`config.mk`:
```
export PLATFORM = sky130hd
export DESIGN_NAME = mem_stage_sram_flat
export DESIGN_NICKNAME = d
export VERILOG_FILES = /design/src/rtl/mem_stage_sram_if.sv /design/src/rtl/mem_stage_sram.sv /design/src/flat_wrapper.sv
export SDC_FILE = /design/constraint.sdc
export NUM_CORES = 1
export LEC_CHECK = 0
export BUFFER_PORTS_ARGS = -buffer_cell sky130_fd_sc_hd__clkbuf_2
export CAP_MARGIN = 20
export CORE_AREA = 2 2 100 102
export DETAILED_ROUTE_END_ITERATION = 16
export DIE_AREA = 0 0 102 104
export PLACE_DENSITY = 0.86
export SLEW_MARGIN = 20
export SYNTH_ARGS = -nofsm -noshare
export SYNTH_HDL_FRONTEND = slang
export SYNTH_SLANG_ARGS = --single-unit
```
`constraint.sdc`:
```
create_clock -name clk -period 5.9 [get_ports clk]
set_clock_uncertainty 0.15 [all_clocks]
set_input_delay 0.885 -clock clk [delete_from_list [all_inputs] [get_ports clk]]
set_output_delay 0.885 -clock clk [all_outputs]
set_load 0.005 [all_outputs]
```
`src/rtl/mem_stage_sram_if.sv`:
```
// SRAM bus between the memory stage and the external 16-bit SRAM.
interface mem_stage_sram_if;
   logic [17:0] sram_addr;
   logic [15:0] sram_dq_out;
   logic        sram_dq_oe;
   logic [15:0] sram_dq_in;
   logic        sram_we_n;

   modport master (
      output sram_addr,
      output sram_dq_out,
      output sram_dq_oe,
      output sram_we_n,
      input  sram_dq_in
   );

   modport slave (
      input  sram_addr,
      input  sram_dq_out,
      input  sram_dq_oe,
      input  sram_we_n,
      output sram_dq_in
   );
endinterface

```
`src/rtl/mem_stage_sram.sv`:
```
// Memory stage + MEM/WB register. LDR/STR go to a 16-bit SRAM as two
// half-word phases (LO then HI); everything else passes straight through.
module mem_stage_sram #(
   parameter int unsigned SRAM_WAIT = 5,
   parameter logic [31:0] MEM_BASE  = 32'd1024
) (
   input  logic                    clk,
   input  logic                    rst,
   input  logic [3:0]              dst,
   input  logic [31:0]             ALU_res,
   input  logic [31:0]             Val_Rm,
   input  logic                    mem_read,
   input  logic                    mem_write,
   input  logic                    WB_en,
   output logic                    freeze,
   mem_stage_sram_if.master        sram,
   output logic [3:0]              WB_dst,
   output logic [31:0]             WB_ALU_res,
   output logic [31:0]             WB_mem_data,
   output logic                    WB_mem_read,
   output logic                    WB_en_out
);

   localparam int unsigned CW   = (SRAM_WAIT > 1) ? $clog2(SRAM_WAIT) : 1;
   localparam logic [CW-1:0] LAST = CW'(SRAM_WAIT - 1);

   typedef enum logic [1:0] {IDLE, LO, HI, DONE} state_t;

   state_t        state_q;
   logic [CW-1:0] cnt_q;
   logic [15:0]   lo_q;
   logic [15:0]   hi_q;

   logic        mem_op;
   logic        is_read;
   logic        is_write;
   logic        in_phase;
   logic        borrow;
   logic [16:0] word_idx;

   assign mem_op   = mem_read | mem_write;
   assign is_read  = mem_read;                 // read+write together counts as read
   assign is_write = mem_write & ~mem_read;
   assign in_phase = (state_q == LO) || (state_q == HI);

   // Word index = (ALU_res - MEM_BASE)[18:2]; the low-bit borrow is folded in
   // so only the address bits that reach the SRAM are subtracted.
   assign borrow   = ALU_res[1:0] < MEM_BASE[1:0];
   assign word_idx = ALU_res[18:2] - MEM_BASE[18:2] - 17'(borrow);

   assign freeze           = mem_op && (state_q != DONE);
   assign sram.sram_addr   = {word_idx, state_q == HI};
   assign sram.sram_dq_out = (state_q == HI) ? Val_Rm[31:16] : Val_Rm[15:0];
   assign sram.sram_dq_oe  = is_write && in_phase;
   assign sram.sram_we_n   = !(is_write && in_phase && (cnt_q < LAST));

   // Access sequencer: phase timing and read half-word capture.
   always_ff @(posedge clk or negedge rst) begin
      if (!rst) begin
         state_q <= IDLE;
         cnt_q   <= '0;
         lo_q    <= '0;
         hi_q    <= '0;
      end else begin
         case (state_q)
            IDLE: begin
               cnt_q <= '0;
               if (mem_op) state_q <= LO;
            end
            LO: begin
               if (cnt_q == LAST) begin
                  state_q <= HI;
                  cnt_q   <= '0;
                  if (is_read) lo_q <= sram.sram_dq_in;
               end else begin
                  cnt_q <= cnt_q + CW'(1);
               end
            end
            HI: begin
               if (cnt_q == LAST) begin
                  state_q <= DONE;
                  cnt_q   <= '0;
                  if (is_read) hi_q <= sram.sram_dq_in;
               end else begin
                  cnt_q <= cnt_q + CW'(1);
               end
            end
            default: begin
               state_q <= IDLE;
               cnt_q   <= '0;
            end
         endcase
      end
   end

   // MEM/WB register: bubble while frozen, otherwise capture the stage result.
   always_ff @(posedge clk or negedge rst) begin
      if (!rst) begin
         WB_dst      <= '0;
         WB_ALU_res  <= '0;
         WB_mem_data <= '0;
         WB_mem_read <= 1'b0;
         WB_en_out   <= 1'b0;
      end else if (freeze) begin
         WB_mem_read <= 1'b0;
         WB_en_out   <= 1'b0;
      end else begin
         WB_dst      <= dst;
         WB_ALU_res  <= ALU_res;
         WB_mem_data <= {hi_q, lo_q};
         WB_mem_read <= mem_read;
         WB_en_out   <= WB_en;
      end
   end

endmodule

```
`src/flat_wrapper.sv`:
```
// flat-port wrapper written by rule: the top's interface ports become plain ports
module mem_stage_sram_flat 
#(
   parameter int unsigned SRAM_WAIT = 5,
   parameter logic [31:0] MEM_BASE  = 32'd1024
)
  (clk, rst, dst, ALU_res, Val_Rm, mem_read, mem_write, WB_en, freeze, WB_dst, WB_ALU_res, WB_mem_data, WB_mem_read, WB_en_out, sram_sram_addr, sram_sram_dq_out, sram_sram_dq_oe, sram_sram_we_n, sram_sram_dq_in);
  mem_stage_sram_if sram_i ();
  input  logic clk;
  input  logic rst;
  input  logic [3:0] dst;
  input  logic [31:0] ALU_res;
  input  logic [31:0] Val_Rm;
  input  logic mem_read;
  input  logic mem_write;
  input  logic WB_en;
  output logic freeze;
  output logic [3:0] WB_dst;
  output logic [31:0] WB_ALU_res;
  output logic [31:0] WB_mem_data;
  output logic WB_mem_read;
  output logic WB_en_out;
  output wire logic [$bits(sram_i.sram_addr)-1:0] sram_sram_addr;
  output wire logic [$bits(sram_i.sram_dq_out)-1:0] sram_sram_dq_out;
  output wire logic [$bits(sram_i.sram_dq_oe)-1:0] sram_sram_dq_oe;
  output wire logic [$bits(sram_i.sram_we_n)-1:0] sram_sram_we_n;
  input wire logic [$bits(sram_i.sram_dq_in)-1:0] sram_sram_dq_in;
  assign sram_sram_addr = sram_i.sram_addr;
  assign sram_sram_dq_out = sram_i.sram_dq_out;
  assign sram_sram_dq_oe = sram_i.sram_dq_oe;
  assign sram_sram_we_n = sram_i.sram_we_n;
  assign sram_i.sram_dq_in = sram_sram_dq_in;
  mem_stage_sram #(.SRAM_WAIT(SRAM_WAIT), .MEM_BASE(MEM_BASE)) u_core (.clk(clk), .rst(rst), .dst(dst), .ALU_res(ALU_res), .Val_Rm(Val_Rm), .mem_read(mem_read), .mem_write(mem_write), .WB_en(WB_en), .freeze(freeze), .sram(sram_i), .WB_dst(WB_dst), .WB_ALU_res(WB_ALU_res), .WB_mem_data(WB_mem_data), .WB_mem_read(WB_mem_read), .WB_en_out(WB_en_out));
endmodule
```
==> flow_metrics.py <==
metrics = {
    "yosys": {
        "synth_nets": 594,
        "synth_top_area_cell": "dfrtp_1",
        "synth_cells": 491,
        "async_reset_ff_share_pct": 100,
        "ys_ff_latch": 107,
        "yosysTopAreaCellShare_pct": 54.7,
        "synth_commonest_cells": "nand2_1, dfrtp_1, mux2_2, clkbuf_1",
        "synth_cell_types": 39,
        "synth_edf_count": 0,
        "yosysSeqAreaShare_pct": 54.7,
        "ys.flop_type": "dfrtp_1",
        "synth_area_per_cell_um2": 9.96,
        "synthTopCellsByArea": "dfrtp_1, nand2_1, mux2_2",
        "yosysMostFrequentCell": "nand2_1",
        "netlist_area_um2": 4890,
        "yosysWarnings": 0,
    },
    "final_layout": {
        "area_growth_pct": 26.6,
        "drive_gt1_share_pct": 39.5,
        "final_nets": 782,
        "fillers": 816,
        "antenna_cells": 0,
    },
    "sta": {
        "clock.fmax_mhz": 251,
        "rsz0062_at_grt": "no",
        "setup_viol": 0,
        "slew_headroom_pct": 33.5,
        "setup_tns_ns": 0,
        "slew_viol_final": 0,
        "hold_viol": 0,
        "fin_crit_sh_pct": 67.4,
        "tightest_slew_ns": 0.995,
        "fin_crit_ns": 3.98,
    },
    "clocking": {
        "cts-resized-gates": 0,
        "cts_sinks": 107,
        "cts.reportedPaths.clkPinSlew_ns": 0.09,
        "cts_setup_buffers": 0,
        "h-tree-depth": 3,
        "clock_path_buffers": 2,
        "cts_tree": "yes",
        "postCtsHoldBufs": 0,
        "cts-root-buf": "clkbuf_8",
        "worstSkewPairLatency_ns": 0.37,
        "numCtsBuffers": 9,
    },
    "floorplanning": {
        "std_cell_rows": 36,
        "core-area_um2": 9550,
        "die_y_um": 104,
        "ios": 196,
        "start_util_pct": 51.2,
        "fp.dieW_um": 102,
        "die_area_um2": 10600,
    },
    "pwr": {
        "vdd_drop_max_mv": 0.259,
        "leakagePower_nw": 3.50,
        "p_seq_share_pct": 45.2,
        "finalPower_mw": 2.56,
        "p_switching_mw": 0.913,
        "comb_power_share_pct": 36.8,
        "p_sw_share_pct": 35.6,
        "internal_power_mw": 1.65,
        "clock_power_share_pct": 18.0,
        "p_per_area_nw_per_um2": 414,
    },
    "min_path": {
        "hold_class": "reg2reg",
    },
    "worst_setup_path": {
        "r2r_slack_ns": 2.84,
        "required_ns": 4.87,
        "cp-end-kind": "output pin",
        "start_kind": "input pin",
        "critical_path_class": "in2out",
        "critPathMaxFanout": 4,
        "arrival_ns": 2.94,
    },
    "route": {
        "drc": 0,
        "wl_per_cell_um": 14.6,
        "drt_iter0_drc": 108,
        "drtAntennaViolNets": 0,
        "avgViaCountPerCell": 5.12,
        "routed-via-count": 4182,
        "dr.pass1.iters": 4,
        "wirelength_mm": 12.0,
    },
    "global_routing": {
        "grt_max_degree": 77,
        "grt_pass1_wl_mm": 18.9,
        "grt_pass1_vias": 4054,
        "track_usage_pct": 22.5,
        "antenna_found_initial": 0,
        "grt_overflow": 0,
    },
    "placed_design": {
        "port_buffers": 195,
        "dp_hpwl_mm": 8.97,
        "gp_congestion": 0.854,
    },
    "run": {
        "max-cap-violations": 0,
    },
    "run_status": {
        "outcome": "finished, final reports clean",
    },
}
## layer usage
layer	global-route usage (%)	part of all wire, %
met4	11.3	3.1
met1	26.6	40
met5	0	0
met3	3.09	6.0
met2	39.4	51
## power by group through the flow
| stage | Clock (mW) | Sequential, mW | Combinational [mW] |
|---|---|---|---|
| after global placement | 0 | 1.15 | 0.919 |
| final | 0.462 | 1.16 | 0.942 |
| after detailed placement | 0 | 1.17 | 0.959 |
| after global routing | 0.502 | 1.19 | 1.06 |
| after floorplan | 0 | 1.16 | 0.519 |
| after CTS | 0.472 | 1.16 | 0.961 |
## per-stage QoR
step | cell area, um^2 | cells | setup slack, ns | hold slack (ns) | utilization, %
final | 6190 | 817 | 1.92 | 0.321 | 64.9
after global routing | 6190 | 817 | 1.85 | 0.343 | 64.9
after CTS | 6180 | 816 | 1.92 | 0.328 | 64.7
after detailed placement | 5970 | 800 | 1.92 | 0.306 | 62.5
after global placement | 5970 | 800 | 1.95 | 0.297 | 62.5
after floorplan | 4890 | 491 | 2.21 | 0.290 | -
## cells by family (layout without fill, tap and decap cells)
| group | after synthesis | count (layout) | share of synthesized area, % |
|---|---|---|---|
| multiplexers | 49 | 49 | 11.3 |
| flip-flops | 107 | 107 | 54.7 |
| XOR/XNOR | 8 | 8 | 1.43 |
| AND/OR/NAND/NOR | 235 | 235 | 20.3 |
| adder cells (fa/ha/maj) | 14 | 14 | 3.58 |
| buffers and inverters | 36 | 229 | 2.92 |
| AO/OA/AOI/OAI | 42 | 42 | 5.73 |
## final timing paths
check / startpoint / to / cells after the start
max: ALU_res[9] / sram_sram_addr[17] / 7
min: u_core.WB_ALU_res[15]$_DFFE_PN0N_ / u_core.WB_ALU_res[15]$_DFFE_PN0N_ / 2
max reg2reg: u_core.state_q[0]$_DFFE_PN0P_ / u_core.hi_q[7]$_DFFE_PN0P_ / 4
min reg2reg: u_core.WB_ALU_res[15]$_DFFE_PN0N_ / u_core.WB_ALU_res[15]$_DFFE_PN0N_ / 2
max in group asynchronous: rst / u_core.WB_ALU_res[10]$_DFFE_PN0N_ / 2
min in group asynchronous: rst / u_core.WB_mem_data[24]$_DFFE_PN0N_ / 1
## worst max-delay path, stage by stage
cell      delay [ns]
clkbuf_2        0.09
ha_1            0.23
or4_4           0.56
or4_4           0.44
or4_1           0.40
o221ai_1        0.19
clkbuf_2        0.15
## area by class of cell
type | count | area (um^2) | area share, %
clock inverters | 6 | 71.3 | 1.15
multi-input cells | 348 | 2070 | 33.5
well taps | 133 | 166 | 2.69
repair buffers | 199 | 1020 | 16.4
inverters | 14 | 52.6 | 0.848
flip-flops and latches | 107 | 2680 | 43.2
clock buffers | 10 | 138 | 2.22
## flip-flops by register name, indices dropped and copies added, names as in the netlist
| signal | flops |
|---|---|
| u_core.hi_q | 16 |
| u_core.WB_mem_read | 1 |
| u_core.state_q | 2 |
| u_core.WB_mem_data | 32 |
| u_core.lo_q | 16 |
| u_core.WB_ALU_res | 32 |
| u_core.WB_dst | 4 |
| u_core.cnt_q | 3 |
| u_core.WB_en_out | 1 |
## layout by cell type (no fill, tap or decap), drive strengths merged, types with 3 or more instances in the layout
cell type,instances
o221ai,4
o21ai,14
or3,3
nand3b,3
a21oi,6
buf,5
nor2,5
mux2,49
o21a,6
nor3,4
ha,14
nand2,191
and2,4
clkbuf,204
nand4,3
xnor2,7
or4,4
o21bai,3
nand2b,4
nand3,4
inv,16
dfrtp,107
Note: power is estimated with default switching activity, not from simulation.
